--- config.mk ---
export PLATFORM = sky130hd
export DESIGN_NAME = pe_array_ctrl
export DESIGN_NICKNAME = d
export VERILOG_FILES = /design/src/rtl/pe_array_ctrl_pkg.sv /design/src/rtl/pe_array_ctrl_fifo.sv /design/src/rtl/pe_array_ctrl.sv
export SDC_FILE = /design/constraint.sdc
export NUM_CORES = 1
export LEC_CHECK = 0
export CAP_MARGIN = 20
export CORE_UTILIZATION = 51
export DETAILED_ROUTE_END_ITERATION = 7
export GPL_ROUTABILITY_DRIVEN = 0
export PLACE_DENSITY_LB_ADDON = 0.25
export SETUP_SLACK_MARGIN = 0.2
export SLEW_MARGIN = 0
export SYNTH_ARGS = -nofsm -noshare
export SYNTH_HDL_FRONTEND = slang
export SYNTH_HIERARCHICAL = 1
export SYNTH_SLANG_ARGS = --single-unit
--- constraint.sdc ---
create_clock -name clk -period 4.11 [get_ports clk]
set_input_delay 0.411 -clock clk [delete_from_list [all_inputs] [get_ports clk]]
set_output_delay 0.411 -clock clk [all_outputs]
set_load 0.02 [all_outputs]
--- src/rtl/pe_array_ctrl_pkg.sv ---
// ---------------------------------------------------------------------------
// pe_array_ctrl_pkg
// Shared definitions for the PE array instruction dispatcher:
//   - bw(): bit width needed to encode n distinct values (global helper)
//   - instruction word layout: field LSBs, widths and single-bit flags
//   - head disposition enum used by the dispatcher
// ---------------------------------------------------------------------------
package pe_array_ctrl_pkg;

  // Bits needed to hold n distinct values; never less than one bit.
  function automatic int bw(input int n);
    return (n <= 2) ? 1 : $clog2(n);
  endfunction

  // Instruction word layout.
  localparam int INS_W        = 64;
  localparam int INS_IDX_LSB  = 32;
  localparam int INS_IDX_W    = 8;
  localparam int INS_TRIP_LSB = 40;
  localparam int INS_TRIP_W   = 8;
  localparam int INS_PAD_LSB  = 48;
  localparam int INS_PAD_W    = 4;
  localparam int INS_PEID_LSB = 52;
  localparam int INS_PEID_W   = 6;
  localparam int INS_NEW_BIT  = 58;
  localparam int INS_CUT_BIT  = 59;
  localparam int INS_BAR_BIT  = 60;

  // What happens to the FIFO head in the current cycle.
  typedef enum logic [1:0] {
    DISP_NONE  = 2'd0,  // FIFO empty or flushing
    DISP_DROP  = 2'd1,  // illegal target: pop without start
    DISP_STALL = 2'd2,  // target busy or barrier pending
    DISP_ISSUE = 2'd3   // pop and start the target PEs
  } disp_e;

endpackage

--- src/rtl/pe_array_ctrl_fifo.sv ---
// ---------------------------------------------------------------------------
// ins_fifo
// Synchronous instruction FIFO with flush, occupancy count and registered
// full/empty flags. Writes while full and reads while empty are ignored.
// Ports:
//   i_clk, i_rst    clock, synchronous active-high reset
//   i_flush         empty the FIFO at the next edge (push in same cycle lost)
//   i_push, i_data  write request and data
//   i_pop           read request (head advances at the edge)
//   o_head          current head entry
//   o_count         registered occupancy
//   o_full, o_empty registered flags
// ---------------------------------------------------------------------------
module ins_fifo
  import pe_array_ctrl_pkg::*;
#(
  parameter  int WIDTH = 64,
  parameter  int DEPTH = 4,
  localparam int CNT_W = bw(DEPTH + 1),
  localparam int PTR_W = bw(DEPTH)
) (
  input  logic             i_clk,
  input  logic             i_rst,
  input  logic             i_flush,
  input  logic             i_push,
  input  logic [WIDTH-1:0] i_data,
  input  logic             i_pop,
  output logic [WIDTH-1:0] o_head,
  output logic [CNT_W-1:0] o_count,
  output logic             o_full,
  output logic             o_empty
);

  logic [WIDTH-1:0] r_mem [DEPTH];
  logic [PTR_W-1:0] r_wptr;
  logic [PTR_W-1:0] r_rptr;
  logic [CNT_W-1:0] r_count;
  logic             r_full;
  logic             r_empty;

  logic             w_push;
  logic             w_pop;
  logic [CNT_W-1:0] w_count_nxt;

  assign w_push = i_push & ~r_full;
  assign w_pop  = i_pop & ~r_empty;

  always_comb begin
    w_count_nxt = r_count;
    if (w_push && !w_pop)
      w_count_nxt = r_count + CNT_W'(1);
    else if (w_pop && !w_push)
      w_count_nxt = r_count - CNT_W'(1);
  end

  // Pointers wrap naturally because DEPTH is a power of two.
  always_ff @(posedge i_clk) begin
    if (i_rst || i_flush) begin
      r_wptr  <= '0;
      r_rptr  <= '0;
      r_count <= '0;
      r_full  <= 1'b0;
      r_empty <= 1'b1;
    end else begin
      if (w_push) r_wptr <= r_wptr + PTR_W'(1);
      if (w_pop)  r_rptr <= r_rptr + PTR_W'(1);
      r_count <= w_count_nxt;
      r_full  <= (w_count_nxt == CNT_W'(DEPTH));
      r_empty <= (w_count_nxt == '0);
    end
  end

  always_ff @(posedge i_clk) begin
    if (w_push && !i_flush)
      r_mem[r_wptr] <= i_data;
  end

  assign o_head  = r_mem[r_rptr];
  assign o_count = r_count;
  assign o_full  = r_full;
  assign o_empty = r_empty;

endmodule

--- src/rtl/pe_array_ctrl.sv ---
// ---------------------------------------------------------------------------
// pe_array_ctrl
// Instruction dispatcher for the PE array. Instructions are queued in an
// ins_fifo; the head is decoded into a PE target mask (single PE or a group
// of GRP_SIZE PEs) and issued in order once its targets are idle. Barrier
// instructions additionally wait for the whole array to drain.
// Ports:
//   clk, rst                         clock, synchronous active-high reset
//   layer_type[0]                    1 = single-PE issue, 0 = group issue
//   ins, ins_valid, ins_ready        instruction stream with backpressure
//   flush                            drop all queued instructions
//   pe_done / pe_start               per-PE completion in / start pulse out
//   idx_cnt, trip_cnt, pad_code,
//   is_new, cut_y                    fields of the last issued instruction
//   busy, all_idle                   per-PE busy state, global idle
//   err_range, err_spurious          sticky error flags
//   issue_cnt                        wrapping count of issued instructions
// ---------------------------------------------------------------------------
module pe_array_ctrl
  import pe_array_ctrl_pkg::*;
#(
  parameter int PE_NUM     = 32,
  parameter int GRP_SIZE   = 4,
  parameter int FIFO_DEPTH = 4,
  parameter int INST_W     = INS_W
) (
  input  logic                  clk,
  input  logic                  rst,
  input  logic [3:0]            layer_type,
  input  logic [INST_W-1:0]     ins,
  input  logic                  ins_valid,
  output logic                  ins_ready,
  input  logic                  flush,
  input  logic [PE_NUM-1:0]     pe_done,
  output logic [PE_NUM-1:0]     pe_start,
  output logic [INS_IDX_W-1:0]  idx_cnt,
  output logic [INS_TRIP_W-1:0] trip_cnt,
  output logic [INS_PAD_W-1:0]  pad_code,
  output logic                  is_new,
  output logic                  cut_y,
  output logic [PE_NUM-1:0]     busy,
  output logic                  all_idle,
  output logic                  err_range,
  output logic                  err_spurious,
  output logic [31:0]           issue_cnt
);

  localparam int CNT_W = bw(FIFO_DEPTH + 1);
  localparam int N_GRP = PE_NUM / GRP_SIZE;
  localparam logic [PE_NUM-1:0] GRP_ONES = PE_NUM'((64'd1 << GRP_SIZE) - 64'd1);

  logic [INST_W-1:0]     w_head;
  logic [CNT_W-1:0]      w_count;
  logic                  w_full;
  logic                  w_empty;
  logic                  w_push;
  logic                  w_pop;

  logic [INS_PEID_W-1:0] w_pe_id;
  logic                  w_barrier;
  logic                  w_legal;
  logic [PE_NUM-1:0]     w_mask;
  logic [PE_NUM-1:0]     w_issue_mask;
  disp_e                 w_disp;

  logic [PE_NUM-1:0]     r_pe_start;
  logic [PE_NUM-1:0]     r_busy;
  logic [INS_IDX_W-1:0]  r_idx_cnt;
  logic [INS_TRIP_W-1:0] r_trip_cnt;
  logic [INS_PAD_W-1:0]  r_pad_code;
  logic                  r_is_new;
  logic                  r_cut_y;
  logic                  r_all_idle;
  logic                  r_err_range;
  logic                  r_err_spurious;
  logic [31:0]           r_issue_cnt;

  // Held low during reset so the decoder never sees a stale ready.
  assign ins_ready = ~rst & ~w_full;
  assign w_push    = ins_valid & ins_ready;

  ins_fifo #(
    .WIDTH (INST_W),
    .DEPTH (FIFO_DEPTH)
  ) u_fifo (
    .i_clk   (clk),
    .i_rst   (rst),
    .i_flush (flush),
    .i_push  (w_push),
    .i_data  (ins),
    .i_pop   (w_pop),
    .o_head  (w_head),
    .o_count (w_count),
    .o_full  (w_full),
    .o_empty (w_empty)
  );

  assign w_pe_id   = w_head[INS_PEID_LSB +: INS_PEID_W];
  assign w_barrier = w_head[INS_BAR_BIT];

  // Target mask of the head; shifts past the array width yield zero, and
  // an illegal target is forced to an empty mask.
  always_comb begin
    w_mask  = '0;
    w_legal = 1'b0;
    if (layer_type[0]) begin
      w_legal = (32'(w_pe_id) < PE_NUM);
      w_mask  = PE_NUM'(1) << w_pe_id;
    end else begin
      w_legal = (32'(w_pe_id) < N_GRP);
      w_mask  = GRP_ONES << (32'(w_pe_id) * GRP_SIZE);
    end
    if (!w_legal) w_mask = '0;
  end

  // Busy checks use the registered busy vector, so a done pulse in the
  // current cycle never unblocks the head until the following cycle.
  always_comb begin
    w_disp = DISP_NONE;
    if (!w_empty && !flush) begin
      if (!w_legal)
        w_disp = DISP_DROP;
      else if (w_barrier && ((r_busy != '0) || (pe_done != '0)))
        w_disp = DISP_STALL;
      else if ((w_mask & r_busy) != '0)
        w_disp = DISP_STALL;
      else
        w_disp = DISP_ISSUE;
    end
  end

  assign w_pop        = (w_disp == DISP_DROP) || (w_disp == DISP_ISSUE);
  assign w_issue_mask = (w_disp == DISP_ISSUE) ? w_mask : '0;

  always_ff @(posedge clk) begin
    if (rst) begin
      r_pe_start     <= '0;
      r_busy         <= '0;
      r_idx_cnt      <= '0;
      r_trip_cnt     <= '0;
      r_pad_code     <= '0;
      r_is_new       <= 1'b0;
      r_cut_y        <= 1'b0;
      r_all_idle     <= 1'b1;
      r_err_range    <= 1'b0;
      r_err_spurious <= 1'b0;
      r_issue_cnt    <= '0;
    end else begin
      r_pe_start <= w_issue_mask;
      r_busy     <= (r_busy & ~pe_done) | w_issue_mask;
      r_all_idle <= (w_count == '0) && (r_busy == '0);
      if (w_disp == DISP_DROP)
        r_err_range <= 1'b1;
      if ((pe_done & ~r_busy) != '0)
        r_err_spurious <= 1'b1;
      if (w_disp == DISP_ISSUE) begin
        r_issue_cnt <= r_issue_cnt + 32'd1;
        r_idx_cnt   <= w_head[INS_IDX_LSB +: INS_IDX_W];
        r_trip_cnt  <= w_head[INS_TRIP_LSB +: INS_TRIP_W];
        r_pad_code  <= w_head[INS_PAD_LSB +: INS_PAD_W];
        r_is_new    <= w_head[INS_NEW_BIT];
        r_cut_y     <= w_head[INS_CUT_BIT];
      end
    end
  end

  assign pe_start     = r_pe_start;
  assign busy         = r_busy;
  assign idx_cnt      = r_idx_cnt;
  assign trip_cnt     = r_trip_cnt;
  assign pad_code     = r_pad_code;
  assign is_new       = r_is_new;
  assign cut_y        = r_cut_y;
  assign all_idle     = r_all_idle;
  assign err_range    = r_err_range;
  assign err_spurious = r_err_spurious;
  assign issue_cnt    = r_issue_cnt;

  // Instruction bits outside the decoded fields and the upper layer_type
  // bits are intentionally ignored.
  logic w_unused;
  assign w_unused = ^{layer_type[3:1], w_head[INS_IDX_LSB-1:0], w_head[INST_W-1:INS_BAR_BIT+1]};

endmodule

==> Implementation_results.wiki, run 1 <==
{| class="wikitable"
! Metric !! Value
|-
| H-tree depth reported by CTS || 1
|-
| TritonCTS clock tree || yes
|-
| NumNets Final || 1297
|-
| Share of total power in the clock network || 42.2%
|-
| Setup clock skew after layout || 0.0133 ns
|-
| Count of endpoints failing hold in the final timing report || 0
|-
| Layout overhead on the synthesized area || 29.1%
|-
| Antenna violations before repair || 0
|-
| Pwr dens || 351 nW/um^2
|-
| Number of pins with negative max-slew slack in the final report || 0
|-
| Total area of sequential cells || 6130 sq um
|-
| Share of total power in combinational logic || 5.4%
|-
| GR peak layer || met2
|-
| Area of the core || 21000 sq um
|-
| Worst min-delay path class || register to register
|-
| Flop pwr share || 52.4%
|-
| M2 GR Usage || 44.8%
|-
| Highest achievable clock rate || 261 MHz
|-
| Series of cell instances along the critical path || buf_4, mux4_2, buf_12, buf_4, xor2_1, nor3_2, a22oi_1, nand4_1, buf_4, or4_4, or3_1, nor4_4
|-
| Critical Path End Type || register
|-
| Worst R2R End || pe_start[1]$_SDFF_PP0_
|-
| Sw Pwr || 0.00110 W
|-
| Global-route met3 utilization || 5.95%
|-
| Number of buffers created by CTS || 25
|-
| Share of the cycle needed by the critical path after routing || 93.3%
|-
| Number of placed I/O pins || 226
|-
| Top cell by count, worst path || sky130_fd_sc_hd__buf_4
|-
| Final min period || 3.83 ns
|-
| Slowest-stage cell, CP || sky130_fd_sc_hd__mux4_2
|-
| Startpoint kind of the worst setup timing path || register
|-
| CTS Root Cell || sky130_fd_sc_hd__clkbuf_16
|-
| Cells after Synth || 973
|-
| Horiz. Die Dim || 149 um
|-
| Clock latency on the worst-skew pair || 0.54 ns
|-
| Detailed-routing iteration count for the pre-antenna-repair pass || 6
|-
| Mean post-synth cell area || 11.3 sq um
|-
| Post-CTS clock slew at the launch and capture registers of the worst setup and hold paths || 0.06 ns
|-
| Biggest fanout along the worst timing path || 9
|-
| Starting Density || 52.1%
|-
| CP peak stage delay || 0.56 ns
|-
| Met1 demand-to-capacity share in global routing || 35.2%
|-
| CP arrival || 4.28 ns
|-
| Crit path buf inv count || 4
|-
| Syn Nets || 1084
|-
| Routed wire length per instance || 20.7 um
|-
| Leakage power figure || 4.69 nW
|-
| Pin count of the biggest net entering global routing || 89
|-
| Start-to-end type of the worst setup path || register to register
|-
| Top Family by Delay on Critical Path || simple AND/OR/NAND/NOR gates
|-
| Switch share || 22.1%
|-
| Setup tns final || 0 ns
|-
| Post-DP HPWL || 21.4 mm
|-
| Required time at the endpoint of the critical path || 4.56 ns
|-
| Global-route wire length before repair || 46.3 mm
|-
| Slew of the pin with the lowest slew margin || 1.03 ns
|-
| Overall fraction of global-route tracks in use || 27.4%
|-
| Top library cells by usage in the layout, fill and taps aside || sky130_fd_sc_hd__clkdlybuf4s50_1 (186), sky130_fd_sc_hd__dfxtp_1 (130), sky130_fd_sc_hd__edfxtp_1 (116), sky130_fd_sc_hd__nand2_1 (83), sky130_fd_sc_hd__nor2_1 (81)
|-
| Total number of clock tree sinks || 248
|-
| Area occupied by multi-input gates || 4300 sq um
|-
| Std cell rows || 53
|-
| Total power draw || 0.00496 W
|-
| Residual DRC || 0
|-
| Hold Crit Endpoint || trip_cnt[4]$_SDFFE_PP0N_
|-
| Number of fill cells in the layout || 1625
|-
| Register-to-register path setup slack || 0.28 ns
|-
| Vertical die dimension || 149 um
|-
| Final ANT Viol Nets || 0
|-
| Total gr overflow || 0
|-
| Most frequent standard cell in the layout excluding fill and tap cells || sky130_fd_sc_hd__clkdlybuf4s50_1
|-
| Worst Min Path Start || trip_cnt[4]$_SDFFE_PP0N_
|-
| Post-detailed-routing wire length || 30.6 mm
|-
| Unrepaired setup endpoints after global routing || true
|-
| Ratio of routed vias to standard cells || 6.05
|-
| Rel. slew slack || 31.5%
|-
| Number of cell instances on the worst register-to-register path || 12
|-
| Setup-violating endpoint count in the final report || 0
|-
| Worst ir drop on vdd || 0.395 mV
|-
| Number of vias after detailed routing || 8960
|-
| Status || finished clean
|-
| Number of maximum-capacitance constraint violations || 0
|-
| Cell Area, Synth || 11000 sq um
|-
| Maximum buffer depth of the clock tree || 3
|-
| Violation count after the first detailed-route iteration || 897
|-
| Number of port buffers || 187
|-
| Number of global-route vias before repair || 8267
|-
| Synth warnings || 6
|-
| Internal power consumption || 0.00387 W
|-
| Antenna Cells || 0
|-
| Number of stages on the worst hold path || 2
|-
| Die Footprint || 22100 sq um
|-
| Fraction of final layout cells with drive strength greater than 1 || 14.8%
|}
[stage by stage]
stage	cell area [sq um]	cells	utilization, %	hold slack, ns	worst slack [ns]
floorplan	11000	973	-	0.469	0.211
global placement	13200	1423	62.9	0.444	0.208
detailed placement	13200	1423	62.9	0.451	0.160
CTS	14000	1469	66.5	0.459	0.211
global route	14100	1480	67.3	0.474	0.142
finish	14100	1480	67.3	0.457	0.275
[metal layers]
layer	wire [um]	share of wire, %
met3	3140	10
met4	1450	4.7
met2	14000	46
met1	12000	39
met5	0	0
[timing repair]
action / in CTS / in global routing
resized for setup: 1 / 13
pin swaps: 0 / 4
buffers inserted: 0 / 11
hold buffers: 0 / 0
endpoints found under the setup margin: 16 / 24
[cell type report]
class	instances	share of cell area, %
repair buffers	251	17.3
flip-flops and latches	248	43.4
multi-input cells	615	30.4
clock buffers	32	4.68
well taps	275	2.43
inverters	45	1.19
clock inverters	14	0.637
[tightest hold or removal path, cell delays in order (launching register included)]
cell and delay (ns):
sky130_fd_sc_hd__dfxtp_1 0.31, sky130_fd_sc_hd__nand2_1 0.05, sky130_fd_sc_hd__a21oi_1 0.05
[flip-flops by register name, indices dropped and copies added (netlist names), named ones only]
| register | count |
|---|---|
| err_range | 1 |
| is_new | 1 |
| u_fifo/r_rptr | 2 |
| pe_start | 32 |
| all_idle | 1 |
| u_fifo/o_full | 1 |
| trip_cnt | 8 |
| u_fifo/o_empty | 1 |
| busy | 32 |
| err_spurious | 1 |
| pad_code | 4 |
| issue_cnt | 32 |
| u_fifo/o_count | 3 |
| cut_y | 1 |
| u_fifo/r_wptr | 2 |
| u_fifo/r_mem | 116 |
| idx_cnt | 8 |
[power by group through the flow]
stage,logic [W],registers (W),clock network [W]
final,0.000267,0.00260,0.00209
after CTS,0.000255,0.00260,0.00213
after floorplan,0.000120,0.00266,0
after global placement,0.000251,0.00266,0
after global routing,0.000283,0.00260,0.00223
after detailed placement,0.000253,0.00266,0
[how the worst max path moves through the flow]
stage                     slack [ns]  depth (start not counted)                        end  startpoint
after global placement          0.21                         11   u_fifo/o_full$_SDFF_PP0_    register
after detailed placement        0.16                         11   u_fifo/o_full$_SDFF_PP0_    register
after floorplan                 0.21                         16  u_fifo/o_empty$_SDFF_PP1_    register
after global routing            0.14                         12     pe_start[2]$_SDFF_PP0_    register
after CTS                       0.21                         12   u_fifo/o_full$_SDFF_PP0_    register
final                           0.28                         12     pe_start[1]$_SDFF_PP0_    register
Power figures use the tool's default switching activity.
==> run 2: changes to the inputs <==
DONT_BUFFER_PORTS = 1   (was not set)
==> run 2 against run 1 <==
Clock power up 13%; critical path type unchanged; critical endpoint unchanged; critical path depth down 2; cell count down 10%; highest routed layer is now met5; global-route usage up 0.24 points; clock-buffer cell count up 8; clock skew up 0.0020 ns; hold slack worse by 0.41 ns; setup slack better by 0.066 ns; core utilization down 6.3 points; largest cell class unchanged; register-to-register slack better by 0.07 ns.
==> Implementation_results.wiki, run 2 (synthesis results as in run 1) <==
{| class="wikitable"
! Metric !! Value
|-
| Fraction of final layout cells with drive strength greater than 1 || 17.8%
|-
| Worst min-delay path class || input pin to register
|-
| Worst Min Path Start || pe_done[7]
|-
| Number of global-route vias before repair || 7901
|-
| H-tree depth reported by CTS || 1
|-
| Area of placed instances || 11400 sq um
|-
| Flop pwr share || 50.4%
|-
| Total gr overflow || 0
|-
| Biggest fanout along the worst timing path || 8
|-
| Detailed-routing iteration count for the pre-antenna-repair pass || 6
|-
| Internal power consumption || 0.00411 W
|-
| Slew of the pin with the lowest slew margin || 0.760 ns
|-
| Overall fraction of global-route tracks in use || 27.7%
|-
| Number of vias after detailed routing || 8403
|-
| Setup-violating endpoint count in the final report || 0
|-
| Die Footprint || 22100 sq um
|-
| Global-route met3 utilization || 7.15%
|-
| Post-DP HPWL || 20.9 mm
|-
| Startpoint kind of the worst setup timing path || register
|-
| Required time at the endpoint of the critical path || 4.55 ns
|-
| Area of the core || 21000 sq um
|-
| Count of endpoints failing hold in the final timing report || 0
|-
| Leakage power figure || 4.26 nW
|-
| Maximum buffer depth of the clock tree || 3
|-
| Number of fill cells in the layout || 1683
|-
| Register-to-register path setup slack || 0.34 ns
|-
| Status || finished clean
|-
| Setup clock skew after layout || 0.0154 ns
|-
| Starting Density || 52.1%
|-
| Layout overhead on the synthesized area || 16.9%
|-
| Routed wire length per instance || 23.5 um
|-
| Critical Path End Type || register
|-
| Horiz. Die Dim || 149 um
|-
| CP arrival || 4.21 ns
|-
| Placed Cells incl. Taps || 1241
|-
| Number of cell instances on the worst register-to-register path || 10
|-
| Number of maximum-capacitance constraint violations || 0
|-
| GR peak layer || met2
|-
| Final ANT Viol Nets || 0
|-
| Highest achievable clock rate || 265 MHz
|-
| Share of total power in the clock network || 45.7%
|-
| Hold Crit Endpoint || busy[7]$_SDFF_PP0_
|-
| Global-route wire length before repair || 46.2 mm
|-
| Share of the cycle needed by the critical path after routing || 91.7%
|-
| Setup tns final || 0 ns
|-
| Top register by number of flip-flops || u_fifo/r_mem
|-
| Share of total power in combinational logic || 3.8%
|-
| Final cell area excluding filler cells || 12800 sq um
|-
| Switch share || 20.4%
|-
| Smallest setup slack after layout || 0.341 ns
|-
| Antenna violations before repair || 1
|-
| Pre-CTS setup slack || 0.0937 ns
|-
| Std cell rows || 53
|-
| Vertical die dimension || 149 um
|-
| M2 GR Usage || 43.9%
|-
| Max reg flops || 116
|-
| Number of buffers created by CTS || 26
|-
| Ratio of routed vias to standard cells || 6.32
|-
| Pwr dens || 403 nW/um^2
|-
| Violation count after the first detailed-route iteration || 788
|-
| Pin count of the biggest net entering global routing || 81
|-
| Final min period || 3.77 ns
|-
| Total area of sequential cells || 6130 sq um
|-
| Area occupied by multi-input gates || 4340 sq um
|-
| NumNets Final || 1147
|-
| Total number of clock tree sinks || 248
|-
| Clock latency on the worst-skew pair || 0.54 ns
|-
| Post-detailed-routing wire length || 31.3 mm
|-
| Top library cells by usage in the layout, fill and taps aside || sky130_fd_sc_hd__dfxtp_1 (130), sky130_fd_sc_hd__edfxtp_1 (116), sky130_fd_sc_hd__nand2_1 (83), sky130_fd_sc_hd__nor2_1 (81), sky130_fd_sc_hd__a21oi_1 (73)
|-
| Most frequent standard cell in the layout excluding fill and tap cells || sky130_fd_sc_hd__dfxtp_1
|-
| Antenna Cells || 0
|-
| Number of pins with negative max-slew slack in the final report || 0
|-
| Worst R2R End || pe_start[1]$_SDFF_PP0_
|-
| Met1 demand-to-capacity share in global routing || 35.5%
|-
| Unrepaired setup endpoints after global routing || true
|-
| Final Non-Filler Cells || 1330
|-
| Residual DRC || 0
|-
| Post-CTS clock slew at the launch and capture registers of the worst setup and hold paths || 0.07 ns
|-
| Worst ir drop on vdd || 0.474 mV
|-
| Number of stages on the worst hold path || 2
|-
| Sw Pwr || 0.00105 W
|-
| TritonCTS clock tree || yes
|-
| Number of placed I/O pins || 226
|-
| Number of port buffers || 0
|-
| Start-to-end type of the worst setup path || register to register
|-
| CTS Root Cell || sky130_fd_sc_hd__clkbuf_16
|-
| Rel. slew slack || 49.2%
|}
run 2: layout make-up:
type                       instances  area share, %
timing repair buffer              99           7.42
sequential                       248           47.9
clock buffer                      40           6.11
multi-input combinational        616           33.9
clock inverter                     7          0.752
tap                              275           2.69
inverter                          45           1.32
run 2: per-stage QoR:
stage | hold WS (ns) | util (%) | total power, W
after floorplan | 0.469 | - | 0.00278
after global placement | 0.489 | 54.2 | 0.00279
after detailed placement | 0.500 | 54.2 | 0.00279
after CTS | 0.0329 | 60.1 | 0.00520
after global routing | 0.0388 | 60.9 | 0.00533
final | 0.0490 | 60.9 | 0.00517
run 2: worst max-delay path, cell delays in order, from the launching register on:
cell	delay, ns
sky130_fd_sc_hd__dfxtp_4	0.41
sky130_fd_sc_hd__buf_6	0.15
sky130_fd_sc_hd__mux4_2	0.50
sky130_fd_sc_hd__buf_4	0.19
sky130_fd_sc_hd__or4b_2	0.25
sky130_fd_sc_hd__o21a_2	0.24
sky130_fd_sc_hd__o32ai_1	0.11
sky130_fd_sc_hd__a2111o_1	0.43
sky130_fd_sc_hd__or4_4	0.61
sky130_fd_sc_hd__or3_1	0.57
sky130_fd_sc_hd__nor4_4	0.22
run 2: how the worst max path moves through the flow:
stage               startpoint                          to  slack, ns  cells past startpoint
detailed placement    register  issue_cnt[21]$_SDFFE_PP0N_       0.09                     12
finish                register      pe_start[1]$_SDFF_PP0_       0.34                     10
global route          register  issue_cnt[30]$_SDFFE_PP0N_       0.18                     13
floorplan             register   u_fifo/o_empty$_SDFF_PP1_       0.21                     16
CTS                   register    u_fifo/o_full$_SDFF_PP0_       0.22                     12
global placement      register  issue_cnt[21]$_SDFFE_PP0N_       0.16                     12
run 2: power groups by stage:
stage / Sequential [W] / Combinational, W / Clock, W
4_1_cts: 0.00261 / 0.000185 / 0.00241
5_1_grt: 0.00261 / 0.000210 / 0.00251
3_5_place_dp: 0.00266 / 0.000132 / 0
3_3_place_gp: 0.00266 / 0.000131 / 0
6_report: 0.00261 / 0.000197 / 0.00236
2_1_floorplan: 0.00266 / 0.000120 / 0
run 2: timing repair:
item,in CTS,in global routing
hold buffers,31,0
resized for setup,3,22
pin swaps,0,5
endpoints found under the setup margin,9,34
setup buffers,0,8
hold endpoints to repair,196,0
gates cloned,1,2
run 2: per-layer routing:
layer  vias up  wire length (um)
li1       3768                 -
met1      4038             12000
met2       488             14400
met3       107              3490
met4         2              1350
met5         -                13
